**config.mk**
```make
export PLATFORM = sky130hd
export DESIGN_NAME = ex_muldiv_unit_flat
export DESIGN_NICKNAME = d
export VERILOG_FILES = /design/src/rtl/muldiv_pkg.sv /design/src/rtl/ex_muldiv_unit_if.sv /design/src/rtl/restoring_divider.sv /design/src/rtl/ex_muldiv_unit.sv /design/src/flat_wrapper.sv
export SDC_FILE = /design/constraint.sdc
export NUM_CORES = 1
export LEC_CHECK = 0
export ABC_CLOCK_PERIOD_IN_PS = 3800
export BUFFER_PORTS_ARGS = -buffer_cell sky130_fd_sc_hd__buf_2
export CAP_MARGIN = 40
export CORE_ASPECT_RATIO = 0.9
export CORE_MARGIN = 2
export CORE_UTILIZATION = 40
export CTS_BUF_LIST = sky130_fd_sc_hd__clkbuf_4
export CTS_CLUSTER_DIAMETER = 30
export DETAILED_ROUTE_END_ITERATION = 10
export SYNTH_ARGS = -nofsm -noshare
export SYNTH_HDL_FRONTEND = slang
export SYNTH_HIERARCHICAL = 1
export SYNTH_SLANG_ARGS = --single-unit
```
**constraint.sdc**
```tcl
create_clock -name Clock -period 3.8 [get_ports Clock]
set_input_delay 0.38 -clock Clock [delete_from_list [all_inputs] [get_ports Clock]]
set_output_delay 0.38 -clock Clock [all_outputs]
set_load 0.02 [all_outputs]
```
**src/rtl/muldiv_pkg.sv**
```systemverilog
// Shared encodings for the EX-stage multiply/divide unit: Op codes, FSM states
// and the iteration counter width helper.
package muldiv_pkg;

    typedef enum logic [2:0] {
        OP_MULT  = 3'd0,
        OP_MULTU = 3'd1,
        OP_DIV   = 3'd2,
        OP_DIVU  = 3'd3,
        OP_MTHI  = 3'd4,
        OP_MTLO  = 3'd5
    } op_e;

    typedef enum logic [1:0] {
        ST_IDLE,
        ST_MUL,
        ST_DIV,
        ST_FIN
    } state_e;

    function automatic int cnt_width(input int data_width);
        return $clog2(data_width);
    endfunction

endpackage

```
**src/rtl/ex_muldiv_unit_if.sv**
```systemverilog
// Request/response bundle between the EX stage (master) and the multiply/divide unit (slave).
interface ex_muldiv_unit_if #(
    parameter int DATA_WIDTH = 32,
    parameter int OP_WIDTH   = 3
);
    logic                  Start;
    logic [OP_WIDTH-1:0]   Op;
    logic [DATA_WIDTH-1:0] OperandA;
    logic [DATA_WIDTH-1:0] OperandB;
    logic                  Flush;
    logic                  ReadHiLo;
    logic                  Busy;
    logic                  Done;
    logic                  Stall;
    logic [DATA_WIDTH-1:0] HiOut;
    logic [DATA_WIDTH-1:0] LoOut;

    modport master (
        output Start, Op, OperandA, OperandB, Flush, ReadHiLo,
        input  Busy, Done, Stall, HiOut, LoOut
    );

    modport slave (
        input  Start, Op, OperandA, OperandB, Flush, ReadHiLo,
        output Busy, Done, Stall, HiOut, LoOut
    );
endinterface

```
**src/rtl/restoring_divider.sv**
```systemverilog
// Restoring divider on unsigned magnitudes: one quotient bit per step, stepped by the
// owning FSM, which also holds the shared iteration counter.
module restoring_divider #(
    parameter int DATA_WIDTH = 32
) (
    input  logic                  Clock,
    input  logic                  load,
    input  logic                  step,
    input  logic [DATA_WIDTH-1:0] dividend,
    input  logic [DATA_WIDTH-1:0] divisor,
    output logic [DATA_WIDTH-1:0] quotient,
    output logic [DATA_WIDTH-1:0] remainder
);
    localparam int W = DATA_WIDTH;

    logic [W-1:0] quo_q, quo_d, rem_q, rem_d, dvsr_q, dvsr_d;
    logic [W:0]   partial, diff;

    always_comb begin
        quo_d   = quo_q;
        rem_d   = rem_q;
        dvsr_d  = dvsr_q;
        partial = {rem_q, quo_q[W-1]};
        diff    = partial - {1'b0, dvsr_q};
        if (load) begin
            quo_d  = dividend;
            rem_d  = '0;
            dvsr_d = divisor;
        end else if (step) begin
            // A clear borrow bit means the divisor fits: keep the difference, shift in a 1.
            if (!diff[W]) begin
                rem_d = diff[W-1:0];
                quo_d = {quo_q[W-2:0], 1'b1};
            end else begin
                rem_d = partial[W-1:0];
                quo_d = {quo_q[W-2:0], 1'b0};
            end
        end
    end

    always_ff @(posedge Clock) begin
        quo_q  <= quo_d;
        rem_q  <= rem_d;
        dvsr_q <= dvsr_d;
    end

    assign quotient  = quo_q;
    assign remainder = rem_q;
endmodule

```
**src/rtl/ex_muldiv_unit.sv**
```systemverilog
// Iterative multiply/divide unit with architectural HI/LO registers for the EX stage.
// Define MULDIV_DIV_EN to build the divider; otherwise DIV/DIVU are ignored like reserved ops.
module ex_muldiv_unit #(
    parameter int DATA_WIDTH = 32,
    parameter int OP_WIDTH   = 3
) (
    input logic             Clock,
    input logic             Reset,
    ex_muldiv_unit_if.slave bus
);
    import muldiv_pkg::*;

    localparam int             W    = DATA_WIDTH;
    localparam int             CW   = cnt_width(DATA_WIDTH);
    localparam logic [CW-1:0]  LAST = CW'(DATA_WIDTH - 1);

    state_e         state_q, state_d;
    logic [CW-1:0]  count_q, count_d;
    logic [W-1:0]   hi_q, hi_d, lo_q, lo_d;
    logic           busy_q, busy_d, done_q, done_d;

    logic [2*W-1:0] prod_q, prod_d;
    logic [W-1:0]   mcand_q, mcand_d;
    logic           neg_q, neg_d;
    logic [W:0]     mul_sum;
    logic [2*W-1:0] mul_res, fin_res;

    logic           is_mul, is_div, is_mthi, is_mtlo, is_signed, launch;
    logic [W-1:0]   a_mag, b_mag;

    always_comb begin
        is_mul    = (bus.Op == OP_WIDTH'(OP_MULT)) || (bus.Op == OP_WIDTH'(OP_MULTU));
        is_mthi   = (bus.Op == OP_WIDTH'(OP_MTHI));
        is_mtlo   = (bus.Op == OP_WIDTH'(OP_MTLO));
        is_signed = (bus.Op == OP_WIDTH'(OP_MULT)) || (bus.Op == OP_WIDTH'(OP_DIV));
`ifdef MULDIV_DIV_EN
        is_div    = (bus.Op == OP_WIDTH'(OP_DIV)) || (bus.Op == OP_WIDTH'(OP_DIVU));
`else
        is_div    = 1'b0;
`endif
        launch    = bus.Start && !bus.Flush && (state_q == ST_IDLE);
        a_mag     = (is_signed && bus.OperandA[W-1]) ? -bus.OperandA : bus.OperandA;
        b_mag     = (is_signed && bus.OperandB[W-1]) ? -bus.OperandB : bus.OperandB;
    end

    // Shift-add datapath: add the multiplicand into the upper half, then shift right.
    always_comb begin
        prod_d  = prod_q;
        mcand_d = mcand_q;
        neg_d   = neg_q;
        mul_sum = {1'b0, prod_q[2*W-1:W]} + {1'b0, (prod_q[0] ? mcand_q : {W{1'b0}})};
        if (launch && (is_mul || is_div)) begin
            neg_d = is_signed && (bus.OperandA[W-1] ^ bus.OperandB[W-1]);
        end
        if (launch && is_mul) begin
            mcand_d = a_mag;
            prod_d  = {{W{1'b0}}, b_mag};
        end else if (state_q == ST_MUL) begin
            prod_d  = {mul_sum, prod_q[W-1:1]};
        end
    end

    assign mul_res = neg_q ? -prod_q : prod_q;

`ifdef MULDIV_DIV_EN
    logic [W-1:0] quo, rem, a_q, a_d, div_hi, div_lo;
    logic         div_op_q, div_op_d, rem_neg_q, rem_neg_d, div_zero_q, div_zero_d;

    restoring_divider #(.DATA_WIDTH(W)) u_div (
        .Clock     (Clock),
        .load      (launch && is_div),
        .step      (state_q == ST_DIV),
        .dividend  (a_mag),
        .divisor   (b_mag),
        .quotient  (quo),
        .remainder (rem)
    );

    always_comb begin
        a_d        = a_q;
        div_op_d   = div_op_q;
        rem_neg_d  = rem_neg_q;
        div_zero_d = div_zero_q;
        if (launch && (is_mul || is_div)) begin
            a_d        = bus.OperandA;
            div_op_d   = is_div;
            rem_neg_d  = is_signed && bus.OperandA[W-1];
            div_zero_d = (bus.OperandB == '0);
        end
        // Divide by zero bypasses the sign fix-up: LO all ones, HI the raw dividend.
        if (div_zero_q) begin
            div_lo = '1;
            div_hi = a_q;
        end else begin
            div_lo = neg_q ? -quo : quo;
            div_hi = rem_neg_q ? -rem : rem;
        end
    end

    always_ff @(posedge Clock) begin
        a_q        <= a_d;
        div_op_q   <= div_op_d;
        rem_neg_q  <= rem_neg_d;
        div_zero_q <= div_zero_d;
    end

    assign fin_res = div_op_q ? {div_hi, div_lo} : mul_res;
`else
    assign fin_res = mul_res;
`endif

    // NOTE: every always_comb output gets a default first, otherwise paths that skip an assignment infer latches.
    always_comb begin
        state_d = state_q;
        count_d = count_q;
        hi_d    = hi_q;
        lo_d    = lo_q;
        done_d  = 1'b0;
        unique case (state_q)
            ST_IDLE: begin
                if (launch) begin
                    count_d = '0;
                    if (is_mul)       state_d = ST_MUL;
                    else if (is_div)  state_d = ST_DIV;
                    else if (is_mthi) hi_d    = bus.OperandA;
                    else if (is_mtlo) lo_d    = bus.OperandA;
                end
            end
            ST_MUL, ST_DIV: begin
                count_d = count_q + CW'(1);
                if (count_q == LAST) state_d = ST_FIN;
            end
            ST_FIN: begin
                state_d      = ST_IDLE;
                done_d       = 1'b1;
                {hi_d, lo_d} = fin_res;
            end
        endcase
        if (bus.Flush) begin
            state_d = ST_IDLE;
            hi_d    = hi_q;
            lo_d    = lo_q;
            done_d  = 1'b0;
        end
        // Busy rises one edge after launch and drops on the edge that raises Done.
        busy_d = (state_q != ST_IDLE) && (state_d != ST_IDLE);
    end

    always_ff @(posedge Clock) begin
        if (Reset) begin
            state_q <= ST_IDLE;
            count_q <= '0;
            hi_q    <= '0;
            lo_q    <= '0;
            busy_q  <= 1'b0;
            done_q  <= 1'b0;
        end else begin
            state_q <= state_d;
            count_q <= count_d;
            hi_q    <= hi_d;
            lo_q    <= lo_d;
            busy_q  <= busy_d;
            done_q  <= done_d;
        end
    end

    // NOTE: datapath registers are reloaded on every launch, so they carry no reset.
    always_ff @(posedge Clock) begin
        prod_q  <= prod_d;
        mcand_q <= mcand_d;
        neg_q   <= neg_d;
    end

    assign bus.Busy  = busy_q;
    assign bus.Done  = done_q;
    assign bus.Stall = busy_q & bus.ReadHiLo;
    assign bus.HiOut = hi_q;
    assign bus.LoOut = lo_q;
endmodule
```
**src/flat_wrapper.sv**
```systemverilog
// flat-port wrapper written by rule: the top's interface ports become plain ports
module ex_muldiv_unit_flat import muldiv_pkg::*;
#(
    parameter int DATA_WIDTH = 32,
    parameter int OP_WIDTH   = 3
)
  (Clock, Reset, bus_Start, bus_Op, bus_OperandA, bus_OperandB, bus_Flush, bus_ReadHiLo, bus_Busy, bus_Done, bus_Stall, bus_HiOut, bus_LoOut);
  ex_muldiv_unit_if #(.DATA_WIDTH(DATA_WIDTH), .OP_WIDTH(OP_WIDTH)) bus_i ();
  input logic Clock;
  input logic Reset;
  input wire logic [$bits(bus_i.Start)-1:0] bus_Start;
  input wire logic [$bits(bus_i.Op)-1:0] bus_Op;
  input wire logic [$bits(bus_i.OperandA)-1:0] bus_OperandA;
  input wire logic [$bits(bus_i.OperandB)-1:0] bus_OperandB;
  input wire logic [$bits(bus_i.Flush)-1:0] bus_Flush;
  input wire logic [$bits(bus_i.ReadHiLo)-1:0] bus_ReadHiLo;
  output wire logic [$bits(bus_i.Busy)-1:0] bus_Busy;
  output wire logic [$bits(bus_i.Done)-1:0] bus_Done;
  output wire logic [$bits(bus_i.Stall)-1:0] bus_Stall;
  output wire logic [$bits(bus_i.HiOut)-1:0] bus_HiOut;
  output wire logic [$bits(bus_i.LoOut)-1:0] bus_LoOut;
  assign bus_i.Start = bus_Start;
  assign bus_i.Op = bus_Op;
  assign bus_i.OperandA = bus_OperandA;
  assign bus_i.OperandB = bus_OperandB;
  assign bus_i.Flush = bus_Flush;
  assign bus_i.ReadHiLo = bus_ReadHiLo;
  assign bus_Busy = bus_i.Busy;
  assign bus_Done = bus_i.Done;
  assign bus_Stall = bus_i.Stall;
  assign bus_HiOut = bus_i.HiOut;
  assign bus_LoOut = bus_i.LoOut;
  ex_muldiv_unit #(.DATA_WIDTH(DATA_WIDTH), .OP_WIDTH(OP_WIDTH)) u_core (.Clock(Clock), .Reset(Reset), .bus(bus_i));
endmodule
```
Word level (Yosys, flattened, before mapping):

Index checks and enable logic that the tools add are counted.
W data, S select, Z words.

* register bits after elaboration: 170
* bits of input ports: 72
* word-level logic and storage cells: 76

* add/sub/neg operators: 5
* eq/ne operators: 13
* multiplexer cells: 23
* bitwise operators: 3
* reductions and logical operators: 22

Operators by type and width (number)
* $mux W32: 12
* $pmux W32 S2: 2
* $mux W64: 1
* $neg A32 Y32: 2
* $neg A64 Y64: 1
* $add A32 B32 Y33: 1
* $pmux W5 S2: 1
* $reduce_bool A2 Y1: 5
* $mux W2: 4
* $logic_and A1 B1 Y1: 7
* $eq A3 B3 Y1 const B: 2
* $ne A2 B1 Y1 const B: 3
* $pmux W2 S3: 1
* $reduce_and A6 Y1: 1
* $add A5 B1 Y5 const B: 1
* $eq A5 B5 Y1 const B: 1
* $mux W5: 1
* $reduce_and A5 Y1: 1
* $eq A2 B2 Y1 const B: 2
* $ne A2 B2 Y1 const B: 2
* $reduce_or A2 Y1: 2
* $eq A3 B1 Y1 const B: 1
* $eq A3 B2 Y1 const B: 1
* $logic_not A3 Y1: 1
* 9 further kinds: 10

Logic depth before layout (Yosys ltp):

Gate-level depths: netlist of the first run.

* word-level depth: 8
* depth in mapped cells: 12

Worst setup path before layout of the first run:

Ideal clock, no wire load.

* path kind: reg-to-reg
* start: reg u_core.prod_q[15]
* end: reg u_core.hi_q[18] (netlist: u_core/bus.HiOut[18])
* library setup time: 0.092 ns
* data arrival time: 3.107 ns
* setup slack: 0.600 ns
* stages on the path, launching flop included: 11
* clock period less this slack: 3.200 ns
* cell sequence: edfxtp_1 -> or4_4 -> or4_4 -> buf_6 -> or4_4 -> buf_6 -> or3_1 -> buf_6 -> o21ai_0 -> xor2_1 -> o32ai_1

* longest elaborated chain between the ends: 3

Ends and longest elaborated chain
* start: declaration: RTL line ex_muldiv_unit.sv:22 `logic [2*W-1:0] prod_q, prod_d;`
* start signal: assignment: RTL line ex_muldiv_unit.sv:169 `prod_q <= prod_d;`
* $neg A64 Y64: RTL line ex_muldiv_unit.sv:63 `assign mul_res = neg_q ? -prod_q : prod_q;`
* $mux W64: RTL line ex_muldiv_unit.sv:63
* $pmux W32 S2: RTL line ex_muldiv_unit.sv:119 `unique case (state_q)`
* end signal: assignment: RTL line ex_muldiv_unit.sv:160 `hi_q <= hi_d;`
* end: declaration: RTL line ex_muldiv_unit.sv:19 `logic [W-1:0] hi_q, hi_d, lo_q, lo_d;`

Every way passes these cells.
A chain may end at the register's enable or synchronous reset.

Worst setup path after layout of the first run:

* start: reg u_core.prod_q[15]
* end: reg u_core.hi_q[31] (netlist: u_core/bus.HiOut[31])

Same word-level chain as after synthesis.

==> flow_summary_export.csv, run 1 <==
group,metric,value,unit
detailed_routing,drc,0,
die,placementRows,58,
clock_network,cts_tree,"done",
worst_setup_path,r2r_setup_slack,0.29,ns
power,share_comb_of_total_power,25.2,%
detailed_routing,drt-wirelength-per-cell,19.7,um
worst_setup_path,path_cells,"or4_4 -> or4_4 -> or3_1 -> or2_2 -> nor3_1 -> a41oi_1 -> a211oi_1",
die,dieArea,29700,um^2
logic_synthesis,ys_async_sr_fraction,0,%
clock_network,clock_latency,0.61,ns
detailed_routing,firstDrtPassIters,5,
sta,hold_viol_final,0,
grt,grt_pass1_wl,55500,um
power,p_switching,1.53,mW
sta,max_freq,0.285,GHz
detailed_routing,routed_wl,36400,um
worst_setup_path,cp.required,4.32,ns
sta,worstMarginPinSlew,0.836,ns
logic_synthesis,synth_ff_type,"dfxtp_1",
grt,gr-total-overflow,0,
sta,tns,0,ns
layout,regArea,4050,um^2
clock_network,clock-sinks,170,
die,start_util,40.6,%
job,drv_cap,0,
grt,gr-usage-all-layers,24.1,%
worst_setup_path,reg2reg_from,"u_core/prod_q[15]",
sta,min_period,3.51,ns
logic_synthesis,syn_inst,1366,
logic_synthesis,yosysUniqueCellTypes,69,
detailed_routing,drt_iter0_drc,1044,
layout,drive_above_1_share,14.6,%
layout,final_util,45.7,%
worst_setup_path,cp_common_cell,"or4_4",
worst_setup_path,worstPathArrival,4.04,ns
power,pwr-share-clk,25.3,%
power,ir_worst_vdd,0.175,mV
sta,slew_viol_final,0,
logic_synthesis,synth.most_common_cell,"nor2_1",
logic_synthesis,synth_seq_area_share,35.8,%
grt,grt_pass1_vias,9843,
worst_setup_path,cp_num_cells,7,
grt,antenna_found_initial,1,
detailed_routing,vias,10870,
power,pwr-share-seq,49.5,%
power,internal-power,2.82,mW
clock_network,clock_tree.root_cell,"clkbuf_4",
worst_setup_path,crit_family,"simple AND/OR/NAND/NOR gates",
worst_setup_path,r2r_end,"u_core/bus.HiOut[31]",
power,power,4.35,mW
logic_synthesis,synth_area_leader_cell,"dfxtp_1",
detailed_routing,drtAntennaViolNets,0,
logic_synthesis,ys_top_cells_by_count,"nor2_1, nand2_1, a21oi_1, dfxtp_1, o21ai_0",
worst_setup_path,crit_path_start,"u_core/prod_q[15]",
worst_setup_path,cp_num_buf_inv,0,
logic_synthesis,syn_nets,1479,
worst_setup_path,path_class,"reg -> reg",
logic_synthesis,netlist_area,11300,um^2
layout,multi_input_area,6850,um^2
worst_setup_path,cpPeakStageDelay,0.65,ns
power,p_leak,5.03,nW
placement,port_buffers,138,
worst_setup_path,crit_fanout,12,
worst_setup_path,worstSetupEndpointType,"register",
grt,grt_max_degree,67,
sta,finalCritPeriodShare,92.4,%
clock_network,cts.clk_slew.worst_paths,0.16,ns
logic_synthesis,synth-seq-cells,170,
worst_setup_path,cp-start-kind,"register",
worst_setup_path,rr_worst_depth,7,
power,p_sw_share,35.1,%
logic_synthesis,synth-edff-count,65,
status,run_status,"completed",
layout,area_delta_synth_final,12.4,%
layout,nFillCells,2829,
sta,rsz0062_at_grt,"no",
clock_network,numCtsBuffers,17,
placement,gp_congestion,0.949,
die,die_y,164,um
clock_network,clk_path_buf_depth,2,
worst_setup_path,cpMaxStageDelayCell,"or3_1",
detailed_routing,avgViaCountPerCell,5.87,
sta,skew,0.0271,ns
die,fp.dieW,181,um
die,io_pins,139,
logic_synthesis,synth.avg_cell_area,8.28,um^2
sta,max_slew_margin,44.1,%
worst_setup_path,crit_end,"u_core/bus.HiOut[31]",
sta,setup_viol,0,
die,fp.coreArea,27900,um^2
logic_synthesis,yosys_warnings,6,
worst_hold_path,hold_path_class,"in -> reg",
clock_network,h-tree-depth,4,
power,p_per_area,342,nW/um^2
layout,nNetsFinal,1591,
logic_synthesis,synth.top_cell.area_share,18.6,%
placement,post-dp-hpwl,27600,um
logic_synthesis,synth_area_leaders,"dfxtp_1, edfxtp_1, xor2_1",
## logic make-up (layout without fill, tap and decap cells)
family	after synthesis	count (layout)	synth area share [%]
DFF	170	170	35.8
xor gates and xnor gates	126	126	9.75
and+or+nand+nor	490	490	20.8
adders and majority gates	41	41	4.60
muxes	16	16	1.42
other	0	1	0
buffers and inverters	111	236	3.88
AOI/OAI and AO/OA	412	412	23.7
## area by class of cell
type	count	area share, %
Clock inverter	14	1.16
Sequential cell	170	31.9
Inverter	34	1.00
Multi-Input combinational cell	1085	53.8
Clock buffer	18	1.06
Timing Repair Buffer	170	7.55
Tap cell	360	3.54
Antenna cell	1	0.0197
## metal layers
layer | vias up | part of all wire (%) | global-route usage [%]
met2 | 464 | 44 | 36.9
met3 | 45 | 7.5 | 4.97
li1 | 5252 | - | -
met1 | 5109 | 47 | 34.0
met4 | 0 | 2.3 | 7.54
met5 | - | 0 | 0
## power groups by stage
stage	sequential [mW]	combinational (mW)	clock [mW]
after CTS	2.15	1.08	1.13
after floorplan	2.15	0.719	0
final	2.15	1.10	1.10
after detailed placement	2.19	1.07	0
after global routing	2.17	1.20	1.20
after global placement	2.19	1.07	0
## flip-flops by register name, indices dropped and copies added (netlist names)
name / flops
u_core/mcand_q: 32
u_core/bus.HiOut: 32
u_core/bus.Busy: 1
u_core/neg_q: 1
u_core/prod_q: 64
u_core/state_q: 2
u_core/bus.LoOut: 32
u_core/count_q: 5
u_core/bus.Done: 1
## per-stage QoR
step | worst slack (ns) | cells | hold slack (ns) | instance area [um^2]
after floorplan | 0.600 | 1366 | 0.436 | 11300
after global placement | 0.447 | 1817 | 0.437 | 12400
after detailed placement | 0.407 | 1817 | 0.443 | 12400
after CTS | 0.353 | 1851 | 0.0612 | 12700
after global routing | 0.167 | 1852 | 0.0863 | 12700
final | 0.288 | 1852 | 0.112 | 12700
## how the worst min path moves through the flow
stage / startpoint / end / cells past startpoint
final: bus_OperandA[12] / u_core/bus.HiOut[12] / 3
after CTS: bus_OperandA[12] / u_core/bus.HiOut[12] / 3
after detailed placement: u_core/bus.HiOut[30] / u_core/bus.HiOut[30] / 2
after global placement: u_core/bus.HiOut[28] / u_core/bus.HiOut[28] / 1
after floorplan: u_core/count_q[4] / u_core/count_q[4] / 2
after global routing: bus_OperandA[12] / u_core/bus.HiOut[12] / 3
## layout by cell type (no fill, tap or decap), types with 17 or more instances in the layout
cell type  netlist  routed
edfxtp_1        65      65
xor2_1          69      69
inv_1           33      32
clkbuf_4         0      18
a211oi_1        38      38
ha_1            40      39
o31ai_1         32      32
nand3_1         30      30
o41ai_1         20      20
nor3_1          39      39
and2_1          39      39
nor2_1         148     148
dfxtp_1        105     105
nand2_1        129     127
buf_2            0     138
o21ai_0         96      96
or4_1           17      17
buf_4            0      28
xnor2_1         57      57
a21oi_1        110     109
## what timing repair did
item	4_1_cts	5_1_grt
buffers inserted	0	0
gates resized for setup	0	0
endpoints found under the hold margin	2	0
hold buffers	2	0
## worst reg2reg max path: stages, from the launching register on
cell      delay [ns]
edfxtp_1        0.46
or4_4           0.58
or4_4           0.50
or3_1           0.65
or2_2           0.42
nor3_1          0.41
a41oi_1         0.18
a211oi_1        0.24
Note: power is estimated with default switching activity, not from simulation.
==> inputs of run 2 (changes only) <==
- BUFFER_PORTS_ARGS: -buffer_cell sky130_fd_sc_hd__buf_2 -> unset
- CAP_MARGIN: 40 -> 20
- DONT_BUFFER_PORTS: unset -> 1
- SKIP_CTS_REPAIR_TIMING: unset -> 1
==> run 2 against run 1 <==
First-iteration DRC count is 28% higher. Final area down 2.7%. Setup slack worse by 0.057 ns. Clock power rose by 5%. Cell count fell by 5.8%. Critical path type unchanged. Largest cell class unchanged. Sequential cell count stayed put.
==> flow_summary_export.csv, run 2 (synthesis gave the netlist of run 1 again) <==
group,metric,value,unit
detailed_routing,wl_met2,16400,um
job,drv_cap,0,
worst_setup_path,crit_fanout,17,
detailed_routing,met1_length,16400,um
worst_setup_path,path_class,"reg -> reg",
sta,tns,0,ns
detailed_routing,drt-wirelength-per-cell,21.2,um
clock_network,h-tree-depth,4,
clock_network,cts_tree,"done",
clock_network,cts.clk_slew.worst_paths,0.15,ns
layout,drive_above_1_share,5.71,%
placement,gp_congestion,0.940,
detailed_routing,drtAntennaViolNets,0,
placement,dp_cells,1676,
sta,slew_viol_final,0,
worst_setup_path,cp-start-kind,"register",
grt,antenna_found_initial,1,
detailed_routing,avgViaCountPerCell,6.01,
clock_network,clock-sinks,170,
clock_network,clock_tree.root_cell,"clkbuf_4",
die,dieArea,29700,um^2
sta,setup_viol,0,
placement,post-dp-hpwl,27300,um
layout,largest_reg_flops,64,
layout,nNetsFinal,1484,
worst_setup_path,crit_family,"compound AO/OA/AOI/OAI gates",
die,fp.dieW,181,um
sta,skew,0.0310,ns
clock_network,numCtsBuffers,17,
worst_hold_path,hold_path_class,"in -> reg",
sta,min_period,3.57,ns
power,power,4.33,mW
worst_setup_path,cpMaxStageDelayCell,"edfxtp_1",
clock_network,clk_path_buf_depth,2,
worst_setup_path,cp_common_cell,"a31oi_1",
worst_setup_path,crit_path_start,"u_core/prod_q[0]",
detailed_routing,vias,10492,
layout,nFillCells,2793,
detailed_routing,firstDrtPassIters,6,
grt,gr-total-overflow,0,
worst_setup_path,worstSetupEndpointType,"register",
grt,grt_pass1_vias,9331,
worst_setup_path,worstPathArrival,4.06,ns
die,fp.coreArea,27900,um^2
layout,layout_commonest_cell,"nor2_1",
sta,finalCritPeriodShare,93.9,%
worst_hold_path,hold_start,"bus_OperandA[1]",
detailed_routing,routed_wl,37100,um
sta,max_slew_margin,28.1,%
worst_setup_path,path_cells,"and2_1 -> ha_1 -> fa_1 -> a21o_1 -> a31oi_1 -> or4_1 -> a31oi_1 -> a41oi_1 -> mux2i_1 -> o22ai_1",
placement,port_buffers,0,
clock_network,clock_latency,0.61,ns
worst_setup_path,cpPeakStageDelay,0.65,ns
sta,rsz0062_at_grt,"no",
layout,max_flop_register,"u_core/prod_q",
sta,worstMarginPinSlew,1.08,ns
die,io_pins,139,
detailed_routing,maxUsedRoutingLayer,"met4",
die,die_y,164,um
die,placementRows,58,
power,p_leak,4.53,nW
layout,area_delta_synth_final,9.42,%
grt,grt_pass1_wl,54600,um
power,p_per_area,350,nW/um^2
layout,stdcell_count,1745,
worst_setup_path,cp.required,4.29,ns
detailed_routing,drt_iter0_drc,1333,
sta,max_freq,0.280,GHz
layout,final_util,44.4,%
die,start_util,40.6,%
status,run_status,"completed",
grt,grt_max_degree,69,
grt,gr-usage-all-layers,23.8,%
detailed_routing,drc,0,
worst_setup_path,reg2reg_from,"u_core/prod_q[0]",
detailed_routing,met3_length,3640,um
power,ir_worst_vdd,0.202,mV
sta,hold_viol_final,0,
worst_setup_path,cp_num_buf_inv,0,
layout,layout_common_cells,"nor2_1, nand2_1, a21oi_1",
run 2: cell types whose count changed in the layout (fill, tap and decap cells not counted), moves of 2 or more:
cell | before | now
inv_6 | 2 | 6
inv_8 | 0 | 2
buf_4 | 28 | 26
buf_2 | 138 | 0
dlygate4sd3_1 | 2 | 34
clkinv_4 | 3 | 0
clkinvlp_4 | 4 | 2
run 2: worst register-to-register path, cell delays in order (launching register included):
cell and delay, ns:
edfxtp_1 0.65, and2_1 0.26, ha_1 0.22, fa_1 0.42, a21o_1 0.23, a31oi_1 0.32, or4_1 0.28, a31oi_1 0.19
a41oi_1 0.53, mux2i_1 0.27, o22ai_1 0.10
run 2: worst paths after layout:
| kind | end | slack [ns] | cells after the start |
|---|---|---|---|
| setup / recovery | u_core/prod_q[61] | 0.23 | 10 |
| hold / removal | u_core/bus.HiOut[1] | 0.04 | 2 |
| setup reg to reg | u_core/prod_q[61] | 0.23 | 10 |
| hold reg to reg | u_core/count_q[4] | 0.47 | 2 |
run 2: per-stage QoR:
step | setup slack, ns | hold slack [ns] | instance area, um^2
global route | 0.0352 | -0.00215 | 12400
floorplan | 0.600 | 0.436 | 11300
global placement | 0.474 | 0.435 | 11700
CTS | 0.296 | -0.207 | 12000
finish | 0.231 | 0.0437 | 12400
detailed placement | 0.332 | 0.449 | 11700
run 2: area by class of cell:
class	count	area [um^2]	area share, %
Inverter	34	128	1.03
Tap cell	360	450	3.64
Timing Repair Buffer	63	608	4.91
Clock inverter	14	160	1.29
Clock buffer	18	135	1.09
Sequential cell	170	4050	32.7
Multi-Input combinational cell	1085	6850	55.3
Antenna cell	1	2.50	0.0202
run 2: report_power, final:
group	leakage (nW)	switching, mW	internal, mW
Combinational	2.93	0.592	0.401
Clock	0.158	0.729	0.417
Sequential	1.44	0.194	2.00
run 2: routing by layer:
layer | vias up | global-route usage [%]
li1 | 5033 | -
met1 | 4948 | 33.1
met2 | 471 | 36.4
met3 | 40 | 6.44
met4 | 0 | 6.69
met5 | - | 0
==> inputs of run 3 (changes only) <==
- ABC_AREA: unset -> 1
==> run 3 against run 2 <==
Power is 3.6% higher. Clock skew is 0.0080 ns higher. Non-clock buffer count is 30 lower. Global-route usage is 5.9 points higher.
==> flow_summary_export.csv, run 3 <==
group,metric,value,unit
worst_setup_path,cp.required,4.37,ns
detailed_routing,drt-wirelength-per-cell,20.5,um
sta,setup_viol,0,
sta,max_freq,0.341,GHz
logic_synthesis,yosysUniqueCellTypes,49,
sta,fin_ws,0.863,ns
worst_setup_path,rr_worst_depth,13,
sta,tns,0,ns
die,start_util,40.5,%
logic_synthesis,synth_area_leader_cell,"dfxtp_1",
die,io_pins,139,
logic_synthesis,syn_inst,2120,
die,die_y,177,um
power,p_leak,6.55,nW
worst_setup_path,crit_fanout,24,
detailed_routing,vias,14160,
die,fp.dieW,196,um
worst_setup_path,r2r_setup_slack,0.86,ns
logic_synthesis,yosys_warnings,6,
worst_hold_path,hold_start,"bus_OperandB[16]",
clock_network,h-tree-depth,4,
sta,slew_viol_final,0,
clock_network,clk_path_buf_depth,2,
layout,layout_commonest_cell,"nand2_1",
worst_setup_path,worstPathArrival,3.51,ns
grt,grt_pass1_wl,78000,um
placement,dp_cells,2489,
grt,antenna_found_initial,2,
worst_setup_path,crit_path_start,"u_core/prod_q[0]",
worst_setup_path,cpMaxStageDelayCell,"edfxtp_1",
detailed_routing,firstDrtPassIters,6,
job,drv_cap,0,
placement,port_buffers,0,
layout,area_delta_synth_final,6.02,%
sta,hold_slack,0.0221,ns
worst_setup_path,r2r_end,"u_core/prod_q[56]",
detailed_routing,drtAntennaViolNets,0,
grt,grt_max_degree,70,
logic_synthesis,ys_async_sr_fraction,0,%
grt,gr-total-overflow,0,
layout,layout_common_cells,"nand2_1, nor2_1, inv_1",
sta,finalCritPeriodShare,77.3,%
placement,place_worst_setup_slack,0.922,ns
layout,max_flop_register,"u_core/prod_q",
logic_synthesis,synth-seq-cells,170,
power,p_per_area,319,nW/um^2
sta,skew,0.0390,ns
worst_setup_path,cpPeakStageDelay,1.02,ns
worst_setup_path,path_cells,"buf_4 -> nand2_1 -> inv_1 -> ha_1 -> nand2_1 -> nor2_1 -> inv_1 -> o21bai_1 -> nor2_1 -> nand3_1 -> nand3_1 -> nand2_1 -> inv_1",
worst_setup_path,cp-start-kind,"register",
logic_synthesis,syn_nets,2233,
detailed_routing,routed_wl,52000,um
layout,largest_reg_flops,64,
placement,dpl_cell_area,13600,um^2
worst_setup_path,path_class,"reg -> reg",
clock_network,clock_latency,0.64,ns
logic_synthesis,synth_ff_type,"dfxtp_1",
placement,post-dp-hpwl,41000,um
layout,drive_above_1_share,5.24,%
logic_synthesis,ys_top_cells_by_count,"nand2_1, nor2_1, inv_1, nand3_1, o21ai_0",
worst_setup_path,worstSetupEndpointType,"register",
sta,min_period,2.94,ns
worst_setup_path,crit_end,"u_core/prod_q[56]",
die,placementRows,63,
logic_synthesis,synth_area_leaders,"dfxtp_1, nand2_1, edfxtp_1",
power,ir_worst_vdd,0.258,mV
worst_setup_path,reg2reg_from,"u_core/prod_q[0]",
sta,max_slew_margin,28.5,%
logic_synthesis,synth.top_cell.area_share,15.8,%
sta,worstMarginPinSlew,1.07,ns
detailed_routing,drt_iter0_drc,1763,
layout,stdcell_count,2542,
detailed_routing,drc,0,
layout,nNetsFinal,2219,
clock_network,clock-sinks,170,
clock_network,cts_tree,"done",
sta,hold_viol_final,0,
worst_hold_path,hold_path_class,"in -> reg",
sta,rsz0062_at_grt,"no",
die,dieArea,34600,um^2
grt,grt_pass1_vias,12884,
logic_synthesis,netlist_area,13300,um^2
clock_network,cts.clk_slew.worst_paths,0.19,ns
placement,gp_congestion,0.993,
clock_network,clock_tree.root_cell,"clkbuf_4",
logic_synthesis,synth-edff-count,65,
power,power,4.48,mW
worst_hold_path,hold_depth,2,
status,run_status,"completed",
logic_synthesis,synth.avg_cell_area,6.26,um^2
clock_network,numCtsBuffers,17,
logic_synthesis,synth_seq_area_share,30.6,%
die,fp.coreArea,32800,um^2
detailed_routing,avgViaCountPerCell,5.57,
grt,gr-usage-all-layers,29.8,%
layout,final_util,42.9,%
logic_synthesis,synth.most_common_cell,"nand2_1",
layout,design_area,14100,um^2
==> run 3: cell count changes in the layout (fill, tap and decap cells not counted), moves of 30 or more <==
| cell | delta |
|---|---|
| nand3_1 | +178 |
| a21oi_1 | +36 |
| o31ai_1 | -30 |
| xnor2_1 | -53 |
| and2_1 | -36 |
| a211oi_1 | -36 |
| nor2_1 | +151 |
| inv_1 | +255 |
| nand2_1 | +407 |
| o21ai_0 | +57 |
==> run 3: worst max-delay path: cells and delay by family, from the launching register on <==
kind | cells | cell delay [ns]
AO/OA/AOI/OAI | 1 | 0.20
buffers and inverters | 4 | 0.51
AND/OR/NAND/NOR | 7 | 0.92
adder cells (fa/ha/maj) | 1 | 0.25
flip-flops | 1 | 1.02
==> run 3: logic make-up after synthesis <==
family / after synthesis / synth area share, %
buffers and inverters: 363 / 10.8
and+or+nand+nor: 1150 / 37.4
adders and majority gates: 41 / 3.92
xor gates and xnor gates: 53 / 3.50
DFF: 170 / 30.6
AOI/OAI and AO/OA: 343 / 13.8
==> run 3: layout make-up <==
class                      instances  area, um^2
antenna                            1        2.50
timing repair buffer              33         310
inverter                         297        1120
multi-input combinational       1587        7780
clock inverter                    14         133
clock buffer                      18         135
fill                            3511       18700
tap                              422         528
sequential                       170        4050
==> run 3: how the worst min path moves through the flow <==
stage | to
finish | u_core/prod_q[16]
floorplan | u_core/state_q[0]
global route | u_core/bus.LoOut[8]
detailed placement | u_core/bus.Busy
CTS | u_core/state_q[0]
global placement | u_core/state_q[1]
==> run 3: per-layer routing <==
layer	vias to the layer above	global-route usage (%)	routed length, um
li1	6814	-	-
met1	6573	43.7	24300
met2	706	44.6	21600
met3	65	6.67	5200
met4	2	6.22	948
met5	-	0	11
==> run 3: report_power, final <==
part           switching (mW)  total [mW]  leakage (nW)  internal, mW
clock network           0.787        1.08         0.151         0.295
registers               0.197        2.20          1.45          2.00
logic                   0.823        1.20          4.95         0.378
total                    1.81        4.48          6.55          2.68
